[config.mk]
export PLATFORM = sky130hd
export DESIGN_NAME = vga_sync_gen
export DESIGN_NICKNAME = d
export VERILOG_FILES = /design/src/rtl/vga_timing_pkg.sv /design/src/rtl/vga_pix_div.sv /design/src/rtl/vga_sync_gen.sv
export SDC_FILE = /design/constraint.sdc
export NUM_CORES = 1
export LEC_CHECK = 0
export BUFFER_PORTS_ARGS = -buffer_cell sky130_fd_sc_hd__buf_4
export CAP_MARGIN = 10
export CORE_MARGIN = 1
export CORE_UTILIZATION = 40
export DETAILED_ROUTE_END_ITERATION = 8
export GPL_ROUTABILITY_DRIVEN = 0
export PLACE_DENSITY = 0.61
export SYNTH_ARGS = -nofsm -noshare
export SYNTH_HDL_FRONTEND = slang
export SYNTH_SLANG_ARGS = --single-unit
[constraint.sdc]
create_clock -name clk -period 2.5 [get_ports clk]
set_clock_uncertainty 0.15 [all_clocks]
set_input_delay 0.25 -clock clk [delete_from_list [all_inputs] [get_ports clk]]
set_output_delay 0.25 -clock clk [all_outputs]
set_load 0.1 [all_outputs]
[src/rtl/vga_timing_pkg.sv]
`default_nettype none
// ============================================================================
// Module      : vga_timing_pkg
// Description : Shared 640x480@60 timing defaults, colour constants and helpers
// Revision    : 1.0 - initial release
// ============================================================================
package vga_timing_pkg;

    localparam int c_H_DISPLAY_DEF = 640;
    localparam int c_H_FRONT_DEF   = 16;
    localparam int c_H_SYNC_DEF    = 96;
    localparam int c_H_BACK_DEF    = 48;
    localparam int c_H_TOTAL_DEF   = c_H_DISPLAY_DEF + c_H_FRONT_DEF + c_H_SYNC_DEF + c_H_BACK_DEF;

    localparam int c_V_DISPLAY_DEF = 480;
    localparam int c_V_FRONT_DEF   = 10;
    localparam int c_V_SYNC_DEF    = 2;
    localparam int c_V_BACK_DEF    = 33;
    localparam int c_V_TOTAL_DEF   = c_V_DISPLAY_DEF + c_V_FRONT_DEF + c_V_SYNC_DEF + c_V_BACK_DEF;

    localparam int c_PIX_DIV_DEF   = 2;
    localparam bit c_SYNC_POL_DEF  = 1'b0;

    localparam int c_CNT_W = 11;
    typedef logic [c_CNT_W-1:0] coord_t;

    // Bit order [B1 B2 G1 G2 G3 R1 R2 R3]; all-zero is black in every channel.
    localparam logic [7:0] COLOR_NULL = 8'h00;

    function automatic logic in_window(input coord_t v, input coord_t lo, input coord_t hi);
        return (v >= lo) && (v <= hi);
    endfunction

endpackage
`default_nettype wire

[src/rtl/vga_pix_div.sv]
`default_nettype none
// ============================================================================
// Module      : vga_pix_div
// Description : Pixel-period divider; pix_tick is high while the count is PIX_DIV-1
// Revision    : 1.0 - initial release
// ============================================================================
module vga_pix_div #(
    parameter int PIX_DIV = 2
) (
    input  logic clk,
    input  logic reset,
    output logic pix_tick
);

    localparam logic [3:0] c_DIV_LAST = 4'(PIX_DIV - 1);

    logic [3:0] r_div;
    logic [3:0] w_div_next;
    logic       r_tick;

    always_comb begin
        w_div_next = (r_div == c_DIV_LAST) ? 4'd0 : r_div + 4'd1;
    end

    // The tick is registered alongside the count so it reads low during reset
    // even when PIX_DIV is 1 and the count already sits at its last value.
    always_ff @(posedge clk) begin
        if (reset) begin
            r_div  <= 4'd0;
            r_tick <= 1'b0;
        end else begin
            r_div  <= w_div_next;
            r_tick <= (w_div_next == c_DIV_LAST);
        end
    end

    assign pix_tick = r_tick;

endmodule
`default_nettype wire

[src/rtl/vga_sync_gen.sv]
`default_nettype none
// ============================================================================
// Module      : vga_sync_gen
// Description : VGA raster counters with registered sync/blanking/colour stage
// Revision    : 1.0 - initial release
// ============================================================================
module vga_sync_gen
    import vga_timing_pkg::*;
#(
    parameter int H_DISPLAY = c_H_DISPLAY_DEF,
    parameter int H_FRONT   = c_H_FRONT_DEF,
    parameter int H_SYNC    = c_H_SYNC_DEF,
    parameter int H_BACK    = c_H_BACK_DEF,
    parameter int V_DISPLAY = c_V_DISPLAY_DEF,
    parameter int V_FRONT   = c_V_FRONT_DEF,
    parameter int V_SYNC    = c_V_SYNC_DEF,
    parameter int V_BACK    = c_V_BACK_DEF,
    parameter int PIX_DIV   = c_PIX_DIV_DEF,
    parameter bit SYNC_POL  = c_SYNC_POL_DEF
) (
    input  logic        clk,
    input  logic        reset,
    input  logic [7:0]  rgb_in,
    output logic [10:0] x,
    output logic [10:0] y,
    output logic        pix_tick,
    output logic        frame_tick,
    output logic        hsync,
    output logic        vsync,
    output logic        video_on,
    output logic [7:0]  rgb_out
);

    localparam int c_H_TOTAL = H_DISPLAY + H_FRONT + H_SYNC + H_BACK;
    localparam int c_V_TOTAL = V_DISPLAY + V_FRONT + V_SYNC + V_BACK;

    localparam coord_t c_H_LAST     = coord_t'(c_H_TOTAL - 1);
    localparam coord_t c_V_LAST     = coord_t'(c_V_TOTAL - 1);
    localparam coord_t c_H_VIS      = coord_t'(H_DISPLAY);
    localparam coord_t c_V_VIS      = coord_t'(V_DISPLAY);
    localparam coord_t c_HS_FIRST   = coord_t'(H_DISPLAY + H_FRONT);
    localparam coord_t c_HS_LAST    = coord_t'(H_DISPLAY + H_FRONT + H_SYNC - 1);
    localparam coord_t c_VS_FIRST   = coord_t'(V_DISPLAY + V_FRONT);
    localparam coord_t c_VS_LAST    = coord_t'(V_DISPLAY + V_FRONT + V_SYNC - 1);

    generate
        if (c_H_TOTAL > 2047 || c_V_TOTAL > 2047) begin : g_bad_total
            $error("vga_sync_gen: H_TOTAL and V_TOTAL must not exceed 2047");
        end
        if (PIX_DIV < 1 || PIX_DIV > 16) begin : g_bad_div
            $error("vga_sync_gen: PIX_DIV must be in 1..16");
        end
    endgenerate

    logic       w_pix_tick;
    logic       w_x_last;
    logic       w_y_last;
    logic       w_visible;
    coord_t     r_x;
    coord_t     r_y;
    logic       r_hsync;
    logic       r_vsync;
    logic       r_video_on;
    logic [7:0] r_rgb;

    vga_pix_div #(
        .PIX_DIV (PIX_DIV)
    ) u_pix_div (
        .clk      (clk),
        .reset    (reset),
        .pix_tick (w_pix_tick)
    );

    assign w_x_last  = (r_x == c_H_LAST);
    assign w_y_last  = (r_y == c_V_LAST);
    assign w_visible = (r_x < c_H_VIS) && (r_y < c_V_VIS);

    // Output stage describes the pixel being left on this tick, giving one
    // pixel period of latency and a full period for the generator's rgb_in.
    always_ff @(posedge clk) begin
        if (reset) begin
            r_x        <= '0;
            r_y        <= '0;
            r_hsync    <= ~SYNC_POL;
            r_vsync    <= ~SYNC_POL;
            r_video_on <= 1'b0;
            r_rgb      <= COLOR_NULL;
        end else if (w_pix_tick) begin
            r_x <= w_x_last ? '0 : r_x + coord_t'(1);
            if (w_x_last) begin
                r_y <= w_y_last ? '0 : r_y + coord_t'(1);
            end
            r_hsync    <= in_window(r_x, c_HS_FIRST, c_HS_LAST) ? SYNC_POL : ~SYNC_POL;
            r_vsync    <= in_window(r_y, c_VS_FIRST, c_VS_LAST) ? SYNC_POL : ~SYNC_POL;
            r_video_on <= w_visible;
            r_rgb      <= w_visible ? rgb_in : COLOR_NULL;
        end
    end

    assign x          = r_x;
    assign y          = r_y;
    assign pix_tick   = w_pix_tick;
    assign frame_tick = w_pix_tick && w_x_last && w_y_last;
    assign hsync      = r_hsync;
    assign vsync      = r_vsync;
    assign video_on   = r_video_on;
    assign rgb_out    = r_rgb;

endmodule
`default_nettype wire
Word-level counts from Yosys, hierarchy flattened

Index checks and enable logic that the tools add are counted.

Flip-flop bits (word level): 38
Input port bits: 10
Output and inout bits: 35

$add $sub $neg: 3
Magnitude comparators: 6
Equal/unequal tests: 4
Multiplexer cells: 6
Reductions and logical operators: 6

Operator list:

| cell                                                                           | count |
|---|---|
| 11-bit by 1-bit adder with 11-bit output, second input constant                | 2 |
| 11-bit by 10-bit equality test with 1-bit output, second input constant        | 2 |
| 11-bit two-way mux                                                             | 2 |
| 11-bit by 10-bit >= comparator with 1-bit output, second input constant        | 1 |
| 11-bit by 9-bit >= comparator with 1-bit output, second input constant         | 1 |
| 11-bit by 10-bit <= comparator with 1-bit output, second input constant        | 1 |
| 11-bit by 9-bit <= comparator with 1-bit output, second input constant         | 1 |
| 11-bit by 10-bit less-than comparator with 1-bit output, second input constant | 1 |
| 11-bit by 9-bit less-than comparator with 1-bit output, second input constant  | 1 |
| 4-bit by 1-bit equality test with 1-bit output, second input constant          | 2 |
| 8-bit two-way mux                                                              | 1 |
| 1-bit logical AND                                                              | 5 |
| 4-bit by 1-bit adder with 4-bit output, second input constant                  | 1 |
| 4-bit two-way mux                                                              | 1 |
| 1-bit two-way mux                                                              | 2 |
| 2-bit AND reduction                                                            | 1 |

Longest topological paths before layout

Word-level depth: 3
Gate-level depth with buffers: 7

Cells and area by module

A second synthesis with hierarchy kept.

Cells, all modules: 190
Area, all modules: 1704.1 um^2

Modules (own cells, without submodules):

| module       | times used | cells each | area an instance (um^2) |
|---|---|---|---|
| vga_sync_gen | 1          | 174        | 1535.2 |
| vga_pix_div  | 1          | 16         | 168.9 |

Worst setup path before layout

No wires, ideal clock.

Path kind: reg2out
From: register r_x[0], in the netlist x[0]
To: output frame_tick
Arrival time: 3200 ps
Data required time: 2100 ps
Slack: -1100 ps
Stages on the path, launching flop included: 6
Path through: dfxtp_1 -> ha_1 -> and4_2 -> buf_6 -> nand4b_1 -> nor2_1

Longest elaborated chain between the ends: 3

Ends and longest elaborated chain:

| what                                             | line                | text |
|---|---|---|
| start: declaration                               | vga_sync_gen.sv:59  | `coord_t r_x;` |
| start signal: assignment                         | vga_sync_gen.sv:89  | `r_x <= w_x_last ? '0 : r_x + coord_t'(1);` |
| 11-bit by 10-bit equality test with 1-bit output | vga_sync_gen.sv:74  | `assign w_x_last = (r_x == c_H_LAST);` |
| 1-bit logical AND (2 in a row)                   | vga_sync_gen.sv:103 | `assign frame_tick = w_pix_tick && w_x_last && w_y_last;` |
| end: declaration                                 | vga_sync_gen.sv:27  | `output logic frame_tick,` |

No other way between the ends.

Final worst setup path

From: register r_y[5], in the netlist y[5]
To: output frame_tick

Longest elaborated chain between the ends: 2

Ends and longest elaborated chain:

| what                                             | line                | text |
|---|---|---|
| start: declaration                               | vga_sync_gen.sv:60  | `coord_t r_y;` |
| start signal: assignment                         | vga_sync_gen.sv:91  | `r_y <= w_y_last ? '0 : r_y + coord_t'(1);` |
| 11-bit by 10-bit equality test with 1-bit output | vga_sync_gen.sv:75  | `assign w_y_last = (r_y == c_V_LAST);` |
| 1-bit logical AND                                | vga_sync_gen.sv:103 |  |

No other way between the ends.

==> flow_summary.toml <==
[status]
outcome = "complete, no violations"

[sta]
fin_ws_ps = 102
hold_violations = 0
max_freq_mhz = 417
whs_ps = 45.5
finalMaxSlewViolations = 0
finalSetupViolations = 0
post-route-period-util = 0.959
worst_pin_slew_ps = 375
maxSlewHeadroom = 0.749
fin_crit_ps = 2400
setup_tns_ps = 0
rsz0062_at_grt = "no"

[worst_setup_path]
critPathLaunch = "y[5]$_SDFFE_PP0P_"
cp.depth = 4
r2r_cells = 6
critPathLaunchType = "register"
reg2reg_to = "y[9]$_SDFFE_PP0P_"
crit_arrival_ps = 2000
worst-path-buf-inv = 1
crit_path_end_kind = "primary output"
reg2reg_setup_slack_ps = 390
critPathRequiredTime_ps = 2100
path_delay_family = "simple AND/OR/NAND/NOR gates"
crit_end = "frame_tick"
cpPeakStageDelay_ps = 520
worstPathCellList = "or4_1 > or4_4 > nor2_4 > buf_6"
cp_max_fo = 8
r2r_start = "x[0]$_SDFFE_PP0P_"
critPathSlowestCell = "or4_1"
critPathKind = "reg2out"

[clock_network]
cts_made_buffers = 5
htree_levels = 2
tritoncts = "built"
path_clk_slew_ps = 80
clk_path_buf_depth = 2
root_buffer = "clkbuf_8"
clk_latency_ps = 290
clock-sinks = 38

[global_routing]
first_global_vias = 1345
antenna_found_initial = 0
grtUsageTotal = 0.186
grt-ovfl-total = 0
grt_start_max_net_pins = 22
grt_pass1_wl_um = 6340

[synthesis]
syn_inst = 187
synth-main-ff-cell = "dfxtp_1"
yosysWarningCount = 0
ys_types = 46
synth.area.top_cells = "dfxtp_1 (44%), nor2_1 (6.3%), xnor2_1 (3.5%)"
synthArstFlopShare = 0
synth_seq_cells = 38
synth_top_area_frac = 0.437
syn_area_per_cell_um2 = 9.31
synth_common_cells = "dfxtp_1 (38), nor2_1 (29), a21oi_1 (10)"
syn_nets = 200
synth_most_common_cell = "dfxtp_1"
yosysSeqAreaShare = 0.437
syn-cell-area_um2 = 1740
synth_edf_count = 0
yosysTopAreaCell = "dfxtp_1"

[pwr]
p_int_mw = 1.06
peakVddDrop_mv = 0.465
seq_power_share = 0.445
p_leak_nw = 0.905
p_clk_frac = 0.437
power_density_nw_per_um2 = 627
power_mw = 1.43
power.share.combinational = 0.118
p_sw_frac = 0.256
power.switching_uw = 365

[run]
max_cap_viol_count = 0

[die]
coreArea_um2 = 4090
start_util = 0.426
rows = 23
dieArea_um2 = 4620
die_height_um = 68.0
ios = 45
die_x_um = 68.0

[min_path]
hp-class = "in2reg"

[route]
ant_nets = 0
wirelength_um = 4040
drtPass1Iterations = 4
vias = 1517
wl_per_cell_um = 14.3
drc = 0
viasPerCell = 5.36
drt_iter0_markers = 69

[finish]
n_fill_cell = 383
final_layout_size_suffix_gt1_frac = 0.378
area_growth_pct = 30.7
final_area_um2 = 2270
finalNetCount = 245
antenna_cells = 0

[placement]
dpl.hpwl_um = 2850
dp_slack_ps = 354
place_area_um2 = 2120
io_buffer_count = 44
## worst min path at each step
stage	cells after the start	start	slack, ps	to
2_1_floorplan	2	rgb_in[0]	240	rgb_out[0]$_SDFFE_PP0P_
3_3_place_gp	1	u_pix_div.r_div[0]$_SDFF_PP0_	310	u_pix_div.r_div[0]$_SDFF_PP0_
3_5_place_dp	2	y[1]$_SDFFE_PP0P_	330	y[1]$_SDFFE_PP0P_
4_1_cts	3	rgb_in[1]	30	rgb_out[1]$_SDFFE_PP0P_
5_1_grt	3	rgb_in[7]	40	rgb_out[7]$_SDFFE_PP0P_
6_report	3	rgb_in[7]	50	rgb_out[7]$_SDFFE_PP0P_
## power groups by stage
| stage | combinational, mW | clock [mW] | sequential [mW] |
|---|---|---|---|
| after detailed placement | 0.169 | 0 | 0.648 |
| final | 0.169 | 0.622 | 0.634 |
| after floorplan | 0.0386 | 0 | 0.737 |
| after global placement | 0.166 | 0 | 0.647 |
| after global routing | 0.177 | 0.666 | 0.637 |
| after CTS | 0.169 | 0.641 | 0.634 |
## stage by stage
stage	instances	utilization
CTS	281	0.552
detailed placement	273	0.518
finish	283	0.557
global placement	273	0.518
floorplan	187	-
global route	283	0.557
## what timing repair did
action | 4_1_cts | 5_1_grt
hold buffers | 0 | 0
endpoints found under the hold margin | 0 | 0
buffers inserted | 0 | 2
gates resized for setup | 0 | 1
endpoints found under the setup margin | 0 | 1
## logic make-up (layout without fill, tap and decap cells)
kind of cell	Yosys count	count (layout)	share of synthesized area
muxes	1	1	0.00575
and+or+nand+nor	85	85	0.300
AOI/OAI and AO/OA	34	34	0.128
DFF	38	38	0.437
buffers and inverters	12	58	0.0374
xor gates and xnor gates	14	14	0.0705
adders and majority gates	3	3	0.0216
## tightest hold or removal path, cell delays in order
cell	delay, ps
buf_4	80
a22oi_1	50
nor2_1	80
## layout make-up
cell class	instances	area [µm²]	share of cell area
clock inverter	3	68.8	0.0303
tap	50	62.6	0.0275
sequential	38	788	0.347
clock buffer	5	68.8	0.0303
inverter	4	15.0	0.00660
multi-input combinational	137	922	0.405
timing repair buffer	46	349	0.153
## cells in the final DEF, fill, tap and decap left out, types with 5 or more instances in the layout
| cell type | count |
|---|---|
| a21oi_1 | 10 |
| a22oi_1 | 8 |
| buf_4 | 45 |
| clkbuf_8 | 5 |
| dfxtp_1 | 20 |
| dfxtp_2 | 16 |
| nand2_1 | 7 |
| nand3_1 | 7 |
| nand4_1 | 7 |
| nor2_1 | 28 |
| o21ai_0 | 8 |
| xnor2_1 | 7 |
| xor2_1 | 7 |
## flip-flops by register name (all words and copies together), names as in the netlist
name / flops
u_pix_div.r_div: 4
x: 11
video_on: 1
hsync: 1
rgb_out: 8
y: 11
u_pix_div.pix_tick: 1
vsync: 1
## metal layers
| metal | global-route usage | up-vias | wire (µm) |
|---|---|---|---|
| met4 | 0.0547 | 0 | 33 |
| met1 | 0.233 | 715 | 1910 |
| li1 | - | 764 | - |
| met3 | 0.0500 | 4 | 159 |
| met5 | 0 | - | 0 |
| met2 | 0.309 | 34 | 1940 |
Power figures use the tool's default switching activity.
